**src/rtl/vga_console_pkg.sv**
```systemverilog
// Shared constants, state encoding and RAM-port payload for the text console front end.
package vga_console_pkg;

    localparam int unsigned COLS         = 80;
    localparam int unsigned ROWS         = 60;
    localparam int unsigned CELLS        = COLS * ROWS;
    localparam int unsigned SCROLL_CELLS = CELLS - COLS;
    localparam int unsigned ADDR_W       = 13;
    localparam int unsigned ROW_W        = 6;
    localparam int unsigned COL_W        = 7;
    localparam int unsigned CHAR_W       = 7;

    localparam logic [CHAR_W-1:0] ASCII_BS    = 7'h08;
    localparam logic [CHAR_W-1:0] ASCII_LF    = 7'h0A;
    localparam logic [CHAR_W-1:0] ASCII_FF    = 7'h0C;
    localparam logic [CHAR_W-1:0] ASCII_CR    = 7'h0D;
    localparam logic [CHAR_W-1:0] ASCII_SPACE = 7'h20;
    localparam logic [CHAR_W-1:0] ASCII_TILDE = 7'h7E;

    typedef enum logic [2:0] {
        ST_IDLE,
        ST_WRITE,
        ST_SCR_RD,
        ST_SCR_WR,
        ST_CLR
    } state_e;

    // One cycle's worth of character-RAM port activity.
    typedef struct packed {
        logic              we;
        logic [ADDR_W-1:0] addr;
        logic [CHAR_W-1:0] wdata;
    } vram_req_t;

    function automatic logic is_printable(input logic [CHAR_W-1:0] c);
        return (c >= ASCII_SPACE) && (c <= ASCII_TILDE);
    endfunction

endpackage

```
**src/rtl/vga_console_addr.sv**
```systemverilog
// Combinational (row, col) -> linear cell index, row*80 built from two shifts.
module vga_console_addr
    import vga_console_pkg::*;
(
    input  logic [ROW_W-1:0]  row,
    input  logic [COL_W-1:0]  col,
    output logic [ADDR_W-1:0] cell_c
);

    // row*64 + row*16 + col
    assign cell_c = (ADDR_W'(row) << 6) + (ADDR_W'(row) << 4) + ADDR_W'(col);

endmodule

```
**src/rtl/vga_console.sv**
```systemverilog
// Character-stream front end: cursor tracking, control-code handling, scroll and clear
// sequencing, all driving the text display's character-RAM port.
module vga_console
    import vga_console_pkg::*;
(
    input  logic              sys_clk,
    input  logic              clrn,
    input  logic              char_valid,
    input  logic [6:0]        char_data,
    output logic              char_ready,
    output logic              vram_we,
    output logic [12:0]       vram_addr,
    output logic [6:0]        vram_wdata,
    input  logic [6:0]        vram_rdata,
    output logic [5:0]        cur_row,
    output logic [6:0]        cur_col,
    output logic              busy
);

    localparam logic [ROW_W-1:0]  LAST_ROW    = ROW_W'(ROWS - 1);
    localparam logic [COL_W-1:0]  LAST_COL    = COL_W'(COLS - 1);
    localparam logic [ADDR_W-1:0] LAST_SHIFT  = ADDR_W'(SCROLL_CELLS - 1);
    localparam logic [ADDR_W-1:0] FIRST_BLANK = ADDR_W'(SCROLL_CELLS);
    localparam logic [ADDR_W-1:0] LAST_CELL   = ADDR_W'(CELLS - 1);

    state_e              state_q, state_d;
    logic [ROW_W-1:0]    row_q, row_d;
    logic [COL_W-1:0]    col_q, col_d;
    logic [ADDR_W-1:0]   cnt_q, cnt_d;
    logic [CHAR_W-1:0]   latch_q, latch_d;
    logic [CHAR_W-1:0]   code_q, code_d;
    logic                adv_q, adv_d;
    logic [ADDR_W-1:0]   cell_d;
    vram_req_t           req_q, req_d;
    logic                ready_q, ready_d;
    logic                busy_q, busy_d;

    // Cell index of the cursor position the next cycle will use.
    vga_console_addr u_addr (
        .row    (row_d),
        .col    (col_d),
        .cell_c (cell_d)
    );

    // State register.
    always_ff @(posedge sys_clk or negedge clrn) begin
        if (!clrn) begin
            state_q <= ST_IDLE;
        end else begin
            state_q <= state_d;
        end
    end

    // Cursor, cell counter, read latch and pending write code.
    always_ff @(posedge sys_clk or negedge clrn) begin
        if (!clrn) begin
            row_q   <= '0;
            col_q   <= '0;
            cnt_q   <= '0;
            latch_q <= '0;
            code_q  <= '0;
            adv_q   <= 1'b0;
        end else begin
            row_q   <= row_d;
            col_q   <= col_d;
            cnt_q   <= cnt_d;
            latch_q <= latch_d;
            code_q  <= code_d;
            adv_q   <= adv_d;
        end
    end

    // Next state and datapath updates; only IDLE accepts codes.
    always_comb begin
        state_d = state_q;
        row_d   = row_q;
        col_d   = col_q;
        cnt_d   = cnt_q;
        latch_d = latch_q;
        code_d  = code_q;
        adv_d   = adv_q;
        case (state_q)
            ST_IDLE: begin
                if (char_valid) begin
                    if (is_printable(char_data)) begin
                        state_d = ST_WRITE;
                        code_d  = char_data;
                        adv_d   = 1'b1;
                    end else begin
                        case (char_data)
                            ASCII_LF: begin
                                col_d = '0;
                                if (row_q == LAST_ROW) begin
                                    state_d = ST_SCR_RD;
                                    cnt_d   = '0;
                                end else begin
                                    row_d = row_q + ROW_W'(1);
                                end
                            end
                            ASCII_CR: begin
                                col_d = '0;
                            end
                            ASCII_BS: begin
                                if (col_q != '0) begin
                                    col_d   = col_q - COL_W'(1);
                                    state_d = ST_WRITE;
                                    code_d  = ASCII_SPACE;
                                    adv_d   = 1'b0;
                                end
                            end
                            ASCII_FF: begin
                                row_d   = '0;
                                col_d   = '0;
                                cnt_d   = '0;
                                state_d = ST_CLR;
                            end
                            default: ;
                        endcase
                    end
                end
            end
            ST_WRITE: begin
                state_d = ST_IDLE;
                if (adv_q) begin
                    if (col_q == LAST_COL) begin
                        col_d = '0;
                        if (row_q == LAST_ROW) begin
                            state_d = ST_SCR_RD;
                            cnt_d   = '0;
                        end else begin
                            row_d = row_q + ROW_W'(1);
                        end
                    end else begin
                        col_d = col_q + COL_W'(1);
                    end
                end
            end
            ST_SCR_RD: begin
                latch_d = vram_rdata;
                state_d = ST_SCR_WR;
            end
            ST_SCR_WR: begin
                if (cnt_q == LAST_SHIFT) begin
                    cnt_d   = FIRST_BLANK;
                    state_d = ST_CLR;
                end else begin
                    cnt_d   = cnt_q + ADDR_W'(1);
                    state_d = ST_SCR_RD;
                end
            end
            ST_CLR: begin
                if (cnt_q == LAST_CELL) begin
                    state_d = ST_IDLE;
                end else begin
                    cnt_d = cnt_q + ADDR_W'(1);
                end
            end
            default: begin
                state_d = ST_IDLE;
            end
        endcase
    end

    // Port values for the coming cycle, derived from the next state so they can be registered.
    always_comb begin
        req_d   = '0;
        ready_d = 1'b0;
        busy_d  = 1'b0;
        case (state_d)
            ST_IDLE: begin
                ready_d = 1'b1;
            end
            ST_WRITE: begin
                req_d.we    = 1'b1;
                req_d.addr  = cell_d;
                req_d.wdata = code_d;
            end
            ST_SCR_RD: begin
                req_d.addr = cnt_d + ADDR_W'(COLS);
                busy_d     = 1'b1;
            end
            ST_SCR_WR: begin
                req_d.we    = 1'b1;
                req_d.addr  = cnt_d;
                req_d.wdata = latch_d;
                busy_d      = 1'b1;
            end
            ST_CLR: begin
                req_d.we    = 1'b1;
                req_d.addr  = cnt_d;
                req_d.wdata = ASCII_SPACE;
                busy_d      = 1'b1;
            end
            default: ;
        endcase
    end

    // Registered RAM port and status outputs.
    always_ff @(posedge sys_clk or negedge clrn) begin
        if (!clrn) begin
            req_q   <= '0;
            ready_q <= 1'b1;
            busy_q  <= 1'b0;
        end else begin
            req_q   <= req_d;
            ready_q <= ready_d;
            busy_q  <= busy_d;
        end
    end

    assign char_ready = ready_q;
    assign busy       = busy_q;
    assign vram_we    = req_q.we;
    assign vram_addr  = req_q.addr;
    assign vram_wdata = req_q.wdata;
    assign cur_row    = row_q;
    assign cur_col    = col_q;

endmodule

```
**config.mk**
```make
export PLATFORM = sky130hd
export DESIGN_NAME = vga_console
export DESIGN_NICKNAME = d
export VERILOG_FILES = /design/src/rtl/vga_console_pkg.sv /design/src/rtl/vga_console_addr.sv /design/src/rtl/vga_console.sv
export SDC_FILE = /design/constraint.sdc
export NUM_CORES = 1
export LEC_CHECK = 0
export ABC_CLOCK_PERIOD_IN_PS = 4050
export CORE_ASPECT_RATIO = 0.9
export CORE_MARGIN = 1
export CORE_UTILIZATION = 49
export DETAILED_ROUTE_END_ITERATION = 10
export PLACE_DENSITY = 0.76
export SYNTH_ARGS = -nofsm -noshare
export SYNTH_HDL_FRONTEND = slang
export SYNTH_SLANG_ARGS = --single-unit
```
**constraint.sdc**
```tcl
create_clock -name sys_clk -period 4.05 [get_ports sys_clk]
set_clock_uncertainty 0.15 [all_clocks]
set_input_delay 0.81 -clock sys_clk [delete_from_list [all_inputs] [get_ports sys_clk]]
set_output_delay 0.81 -clock sys_clk [all_outputs]
set_load 0.02 [all_outputs]
```
=== Word level (Yosys, flattened, before mapping) ===
Index checks and enable logic that the tools add are counted.

* Output and inout bits: 36
* ROM bits: 0
* Bits in writable memories: 0
* Logic and storage cells: 96
* Register bits after elaboration: 67
* Bits of input ports: 17
* Memories: 0
* Bits in latches: 0

* Multiplexer cells: 48
* Reductions and logical operators: 11
* Add/subtract/negate cells: 7
* Equality and inequality tests: 16
* Shift operators: 0
* Divide/modulo/power cells: 0
* Multipliers: 0
* Order comparisons: 2
* Bitwise logic cells: 0

{| class="wikitable"
|+ Operators with widths
! operator !! count
|-
| 13-bit two-way mux || 7
|-
| 7-bit two-way mux || 11
|-
| 13-bit one-hot mux with 4 select lines || 1
|-
| 13-bit one-hot mux with 3 select lines || 1
|-
| 6-bit two-way mux || 5
|-
| 7-bit by 4-bit == test with 1-bit output, second input constant || 4
|-
| 7-bit one-hot mux with 2 select lines || 2
|-
| 13-bit == test, second input constant || 2
|-
| 13-bit one-hot mux with 2 select lines || 1
|-
| 6-bit one-hot mux with 2 select lines || 2
|-
| 7-bit one-hot mux with 3 select lines || 1
|-
| 3-bit two-way mux || 6
|-
| 3-bit one-hot mux with 5 select lines || 1
|-
| 12-bit by 10-bit adder with 13-bit output || 1
|-
| 13-bit by 1-bit adder with 13-bit output, second input constant || 1
|-
| 13-bit by 7-bit adder with 13-bit output || 1
|-
| 13-bit by 7-bit adder with 13-bit output, second input constant || 1
|-
| 3-bit by 2-bit == test with 1-bit output, second input constant || 4
|-
| 3-bit one-hot mux with 3 select lines || 1
|-
| 3-bit OR reduction || 3
|-
| 7-bit by 1-bit adder with 7-bit output, second input constant || 1
|-
| 7-bit == test, second input constant || 1
|-
| 7-bit by 6-bit >= comparator with 1-bit output, second input constant || 1
|-
| 7-bit less-or-equal comparator, second input constant || 1
|-
| other kinds (13) || 24
|}

=== Longest topological paths before layout ===
Gate-level depths: netlist (run 1).

* Depth in word-level cells: 9
* Mapped depth: 21
* Mapped depth without buffers: 20

=== Hierarchy ===
Synthesis (run 1) repeated with hierarchy kept, for this count alone.

* Cell total of the unflattened synthesis: 422
* Area total of the unflattened synthesis: 3806.2 um^2

{| class="wikitable"
|+ Modules (own cells, without submodules)
! module !! seq. area each (um^2) !! area an instance (um^2) !! cells an instance !! instances
|-
| vga_console || 1352.5 || 3415.8 || 376 || 1
|-
| vga_console_addr || 0.0 || 390.4 || 46 || 1
|}

=== Least setup slack after synthesis (run 1) ===
OpenSTA, ideal clock, no wires.

* Path kind: input to register
* From: input port char_data[4]
* To: register req_q, in the netlist vram_addr[11]
* Arrival: 4.731 ns
* Stages: 17
* Slack: -0.957 ns
* Required time: 3.774 ns
* Path buffers: 1
* Library setup time: 0.126 ns
* Cell sequence: or4b_4 or2_1 or4_1 clkbuf_1 inv_1 o21ai_1 o21ai_0 fa_1 fa_1 a21o_1 a21oi_1 nor2b_1 o21ai_0 nand2b_1 xnor2_1 o21ai_0 a311o_1

{| class="wikitable"
|+ RTL lines
! element !! RTL line !! RTL
|-
| start: declaration || vga_console.sv:9 || <nowiki>input logic [6:0] char_data,</nowiki>
|-
| end signal: assignment || vga_console.sv:205 || <nowiki>req_q <= req_d;</nowiki>
|-
| end: declaration || vga_console.sv:34 || <nowiki>vram_req_t req_q, req_d;</nowiki>
|}

==> key figures, run 1 <==
Run status
  • Result of the run: finished with violations
  • Violated checks: setup timing

Synthesis
  • Most used standard cells in the synthesized netlist: 52 x sky130_fd_sc_hd__dfrtp_1, 47 x sky130_fd_sc_hd__nand2_1, 30 x sky130_fd_sc_hd__o21ai_0
  • Count of mapped cells out of synthesis: 390
  • Mapped Nets: 426
  • Cell taking the most area after synthesis: sky130_fd_sc_hd__dfrtp_1
  • Share of flip-flops with an asynchronous set or reset: 100%
  • Number of distinct library cell variants in the gate-level netlist after synthesis: 72
  • Proportion of netlist area held by the largest area contributor: 37.3%
  • Number of synthesized register bits: 53
  • Post-synthesis instance area: between 3000 and 4000 um^2
  • Number of enable flip-flop cells after synthesis: 0
  • Total of warnings raised by yosys: 0
  • Sequential fraction of the synthesis area: 38.0%
  • Most used DFF post-synth: sky130_fd_sc_hd__dfrtp_1
  • Post-Synthesis Mean Instance Area: about 9.0 um^2
  • Largest cells by area after synthesis: sky130_fd_sc_hd__dfrtp_1 37%, sky130_fd_sc_hd__ha_1 6.1%, sky130_fd_sc_hd__nand2_1 5.1%, sky130_fd_sc_hd__o21ai_0 4.3%, sky130_fd_sc_hd__nor2_1 2.7%
  • Most frequent cell after synthesis: sky130_fd_sc_hd__dfrtp_1

Cells and area
  • Post-layout instance count excluding filler cells: 589
  • Total inserted antenna cells: 0
  • Final net count: 534
  • Area growth from synthesis to final layout: 38.4%
  • Fraction of layout instances using a drive strength above 1: 24.8%

Global route
  • Total congestion overflow: 0
  • Global-route wire length before repair: 15200 um
  • Overall Global Routing Usage: 26.2%
  • Initial antenna violation count: 0
  • Pin count of the biggest net entering global routing: 35
  • Vias in the first global route: 3166

Place
  • DP Cell Count: 574
  • Placer Congestion: 0.922
  • Worst slack at placement: -1.17 ns
  • Detailed placement HPWL: ~7100 um
  • IO buf count: 52

Worst setup path
  • Maximum fanout encountered on the critical timing path: 4
  • Arrival time at the worst endpoint: 4.64 ns
  • WP data required: a little over 4 ns
  • Nature of the critical path startpoint: input pin
  • Element type at the critical path end: register
  • Category of the critical setup timing path: input pin to register

Routing
  • Detail-routed net length per standard cell: 16.6 um
  • Number of search-and-repair iterations in the first detailed-routing pass: 5
  • Wire length after detailed routing: 9770 um
  • Number of vias per cell: 5.94
  • DRT iter0 DRCs: 294
  • Final ANT Viol Nets: 0
  • Drt drc: 0
  • Via total after detailed routing: 3498

Min path
  • Worst min-delay path category: register to register

Clock tree
  • Clk root buf: sky130_fd_sc_hd__clkbuf_8
  • CTS Hold Buffers Added: 0
  • Clock tree from TritonCTS: built
  • CTS clock-pin slew for the worst setup and hold paths: 0.10 ns
  • Sinks on the clock net: 53
  • Buffer levels on the longest clock path: 2
  • Total clock buffers created by CTS: 5
  • H-tree depth: 2
  • Clock Latency Late Sink: 0.30 ns

STA
  • Count of final hold-check violations: 0
  • Final worst path period share: 114%
  • Count of endpoints failing setup in the final report: 6
  • Worst slew pin tran: 0.896 ns
  • Pins Over Slew Limit: 0
  • Remaining max-slew budget at the tightest pin: between 30% and 40%
  • RSZ-0062 raised after global routing: true
  • Setup TNS Final: -2.28 ns
  • Worst setup margin: -0.553 ns
  • Peak clock frequency supported by timing: 0.217 GHz
  • Minimum clock period: 4.60 ns

Die
  • Height of the die: a little over 80 um
  • Die area: 7470 um^2
  • Count of pins on the block boundary: 53
  • Num rows: 28
  • Starting density of the core: 51.9%
  • Core outline area: 6730 um^2
  • Die Wd: 91.0 um

Power and ir drop
  • Pwr Density: 419 nW/um^2
  • P_leak: 2.18 nW
  • Worst ir drop on vdd: about 0.35 mV

Job
  • Max-capacitance violation count: 0
==> critical path: stages <==
cell and delay [ns]:
sky130_fd_sc_hd__buf_6 0.09, sky130_fd_sc_hd__or4b_4 0.57, sky130_fd_sc_hd__buf_6 0.16, sky130_fd_sc_hd__or2_1 0.24
sky130_fd_sc_hd__or4_4 0.50, sky130_fd_sc_hd__inv_2 0.08, sky130_fd_sc_hd__o21ai_4 0.06, sky130_fd_sc_hd__o21ai_2 0.21
sky130_fd_sc_hd__fa_1 0.47, sky130_fd_sc_hd__fa_2 0.36, sky130_fd_sc_hd__a21o_1 0.17, sky130_fd_sc_hd__a21oi_2 0.14
sky130_fd_sc_hd__nor2b_1 0.06, sky130_fd_sc_hd__o21ai_1 0.12, sky130_fd_sc_hd__nand2b_1 0.08, sky130_fd_sc_hd__xnor2_1 0.14
sky130_fd_sc_hd__o21ai_1 0.09, sky130_fd_sc_hd__a311o_1 0.29
==> routing by layer <==
metal / up-vias / GRT usage, % / wire length [um]
li1: 1670 / - / -
met1: 1670 / 34.2 / 4450
met2: 145 / 45.9 / 4600
met3: 13 / 3.89 / 581
met4: 0 / 7.14 / 147
met5: - / 0 / 0
==> registers in the layout (all words and copies together), names as in the netlist <==
name	cells
cur_col	7
cnt_q	13
vram_wdata	7
char_ready	1
vram_we	1
busy	1
state_q	3
adv_q	1
cur_row	6
vram_addr	13
==> area by class of cell <==
class / count / area (um^2)
multi-input combinational: 304 / 2210
fill: 508 / 1900
sequential: 53 / 1330
timing repair buffer: 119 / 1030
tap: 90 / 113
clock buffer: 6 / 82.6
inverter: 15 / 56.3
clock inverter: 2 / 13.8
==> cells by family after synthesis <==
kind of cell               share of synthesized area [%]
xor gates and xnor gates                            2.76
adders and majority gates                           7.24
buffers and inverters                               3.73
AOI/OAI and AO/OA                                   22.1
muxes                                               1.22
DFF                                                 38.0
and+or+nand+nor                                     24.9
==> final timing paths <==
path                                    from             to  slack, ns  cells after the start
worst max-delay path            char_data[6]  vram_addr[11]      -0.55                     18
worst min-delay path                cnt_q[0]       cnt_q[0]       0.43                      1
worst max register to register    cur_col[0]  vram_addr[11]       0.04                     18
worst min register to register      cnt_q[0]       cnt_q[0]       0.43                      1
max in group asynchronous               clrn   vram_addr[5]       2.54                      2
min in group asynchronous               clrn           busy       0.44                      1
==> placed cells by master (no fill, tap or decap), types with 7 or more instances in the layout <==
master and n:
sky130_fd_sc_hd__buf_4 64, sky130_fd_sc_hd__dfrtp_1 52, sky130_fd_sc_hd__nand2_1 46, sky130_fd_sc_hd__clkdlybuf4s50_1 45, sky130_fd_sc_hd__nor2_1 25, sky130_fd_sc_hd__o21ai_0 20
sky130_fd_sc_hd__nand3_1 14, sky130_fd_sc_hd__ha_1 14, sky130_fd_sc_hd__inv_1 12, sky130_fd_sc_hd__nor3_1 9, sky130_fd_sc_hd__nand2b_1 8, sky130_fd_sc_hd__a21oi_1 8
sky130_fd_sc_hd__a21o_1 8, sky130_fd_sc_hd__a22o_1 8, sky130_fd_sc_hd__o21ai_1 7
==> where the power goes <==
group,leakage (nW),switching [W],internal (W)
registers,0.692,0.0000848,0.000613
logic,1.44,0.000501,0.000512
clock network,0.0512,0.000176,0.000139
==> through the flow <==
step	area [um^2]	total power (W)	utilization, %	hold slack, ns
final	4830	0.00203	71.8	0.434
after global routing	4830	0.00214	71.8	0.446
after CTS	4700	0.00198	69.8	0.428
after detailed placement	4540	0.00163	67.5	0.404
after global placement	4540	0.00161	67.5	0.408
after floorplan	3540	0.00119	-	0.361
==> what timing repair did <==
item	4_1_cts	5_1_grt
buffers inserted	5	2
hold endpoints to repair	0	0
endpoints found under the setup margin	8	7
pin swaps	20	23
resized for setup	29	24
No activity file was read; power rests on OpenSTA's default activity.
==> run 2: changes to the inputs <==
ABC_CLOCK_PERIOD_IN_PS = unset   (was 4050)
clock period = 3.85 ns   (was 4.05 ns; I/O delays follow)
==> key figures, run 2 (synthesized netlist as in run 1, its figures left out) <==
Power and ir drop
  • Worst ir drop on vdd: 0.365 mV
  • Pwr Density: 462 nW/um^2
  • P_leak: 2.32 nW

Place
  • Worst slack at placement: -1.32 ns
  • DP Cell Count: 582
  • Detailed placement HPWL: 7260 um
  • IO buf count: between 50 and 60
  • Placer Congestion: 0.861

Routing
  • Number of vias per cell: 6.06
  • Final ANT Viol Nets: 0
  • Number of search-and-repair iterations in the first detailed-routing pass: 9
  • Wire length after detailed routing: between 10000 and 15000 um
  • Via total after detailed routing: 3700
  • Drt drc: 0
  • DRT iter0 DRCs: between 400 and 500
  • Detail-routed net length per standard cell: 18.1 um

Clock tree
  • Sinks on the clock net: 53
  • Buffer levels on the longest clock path: 2
  • Total clock buffers created by CTS: 5
  • Clock tree from TritonCTS: built
  • CTS clock-pin slew for the worst setup and hold paths: 0.10 ns
  • Clock Latency Late Sink: 0.31 ns
  • Clk root buf: sky130_fd_sc_hd__clkbuf_8
  • CTS Hold Buffers Added: 0
  • H-tree depth: 2

Cells and area
  • Fraction of layout instances using a drive strength above 1: between 20 and 30%
  • Final net count: between 500 and 600
  • Top library cells by usage in the layout, fill and taps aside: 75 x sky130_fd_sc_hd__buf_4, 52 x sky130_fd_sc_hd__dfrtp_1, 46 x sky130_fd_sc_hd__nand2_1
  • Area growth from synthesis to final layout: 45.2%
  • Post-layout instance count excluding filler cells: 611
  • Post-route core utilization: between 70 and 80%
  • Total inserted antenna cells: 0
  • Commonest non-fill, non-tap cell in the layout: sky130_fd_sc_hd__buf_4

Worst setup path
  • Nature of the critical path startpoint: input pin
  • Category of the critical setup timing path: input pin to register
  • Element type at the critical path end: register
  • Arrival time at the worst endpoint: between 4 and 5 ns
  • WP data required: 3.90 ns
  • Maximum fanout encountered on the critical timing path: 4

STA
  • Count of final hold-check violations: 0
  • Remaining max-slew budget at the tightest pin: a little over a third
  • Pins Over Slew Limit: 0
  • Peak clock frequency supported by timing: 0.211 GHz
  • Final worst path period share: 123%
  • RSZ-0062 raised after global routing: true
  • Count of endpoints failing setup in the final report: 7
  • Minimum clock period: 4.73 ns
  • Worst slew pin tran: 0.944 ns
  • Setup TNS Final: -4.28 ns
  • Worst setup margin: -0.880 ns

Global route
  • Initial antenna violation count: 0
  • Vias in the first global route: 3556
  • Total congestion overflow: 0
  • Global-route wire length before repair: 17200 um
  • Overall Global Routing Usage: 30.1%
  • Pin count of the biggest net entering global routing: 38

Die
  • Height of the die: around 82 um
  • Starting density of the core: between 50% and 60%
  • Die area: 7470 um^2
  • Die Wd: 91.0 um
  • Count of pins on the block boundary: 53
  • Num rows: 28
  • Core outline area: about 6700 um^2

Run status
  • Violated checks: setup timing
  • Result of the run: finished with violations

Job
  • Max-capacitance violation count: 0

Min path
  • Worst min-delay path category: input pin to async pin
## run 2: changes by cell type in the layout (fill, tap and decap cells not counted), moves of 2 or more
| cell | delta |
|---|---|
| sky130_fd_sc_hd__inv_2 | -2 |
| sky130_fd_sc_hd__buf_4 | +11 |
| sky130_fd_sc_hd__dlymetal6s2s_1 | +2 |
| sky130_fd_sc_hd__buf_6 | +10 |
| sky130_fd_sc_hd__o21ai_2 | -2 |
## run 2: final cells by class
type | instances | area [um^2]
well taps | 90 | 113
multi-input cells | 304 | 2220
repair buffers | 141 | 1240
fillers | 430 | 1660
flip-flops and latches | 53 | 1330
clock inverters | 2 | 38.8
inverters | 15 | 58.8
clock buffers | 6 | 72.6
## run 2: worst max-delay path, cell delays in order
cell,delay (ns)
sky130_fd_sc_hd__buf_6,0.09
sky130_fd_sc_hd__or4b_4,0.58
sky130_fd_sc_hd__buf_6,0.15
sky130_fd_sc_hd__or2_4,0.22
sky130_fd_sc_hd__or4_4,0.54
sky130_fd_sc_hd__inv_4,0.08
sky130_fd_sc_hd__o21ai_4,0.08
sky130_fd_sc_hd__o21ai_4,0.19
sky130_fd_sc_hd__fa_2,0.51
sky130_fd_sc_hd__fa_2,0.38
sky130_fd_sc_hd__a21o_1,0.18
sky130_fd_sc_hd__a21oi_2,0.14
sky130_fd_sc_hd__nor2b_1,0.06
sky130_fd_sc_hd__o21ai_1,0.18
sky130_fd_sc_hd__nand2b_1,0.11
sky130_fd_sc_hd__xnor2_1,0.15
sky130_fd_sc_hd__o21ai_1,0.07
sky130_fd_sc_hd__a311o_1,0.29
## run 2: metrics by stage
step,instance area (um^2),total power [W],hold slack (ns)
4_1_cts,4990,0.00227,0.437
3_3_place_gp,4600,0.00170,0.405
6_report,5070,0.00234,0.408
3_5_place_dp,4600,0.00172,0.411
5_1_grt,5070,0.00246,0.465
2_1_floorplan,3540,0.00125,0.324
## run 2: final timing paths
check | startpoint | endpoint | slack, ns | cells past startpoint
max in group asynchronous | clrn | cnt_q[7] | 2.40 | 2
min in group sys_clk | cnt_q[0] | cnt_q[0] | 0.44 | 1
max reg2reg | cur_col[0] | vram_addr[12] | -0.37 | 18
min | clrn | vram_addr[6] | 0.41 | 1
max | char_data[6] | vram_addr[11] | -0.88 | 18
min reg2reg | cnt_q[0] | cnt_q[0] | 0.44 | 1
## run 2: layer usage
metal / share of wire [%] / track usage [%]
met5: 0 / 0
met3: 7.5 / 5.83
met1: 41 / 36.6
met2: 46 / 49.8
met4: 4.7 / 19.4
## run 2: power by group
part / internal [W] / leakage (nW) / total, W / switching (W)
Combinational: 0.000628 / 1.57 / 0.00122 / 0.000593
Clock: 0.000197 / 0.0558 / 0.000385 / 0.000188
Sequential: 0.000644 / 0.692 / 0.000735 / 0.0000906
## run 2: timing repair
item,in CTS,in global routing
setup buffers,28,5
pin swaps,26,34
setup endpoints to repair,8,8
resized for setup,42,24
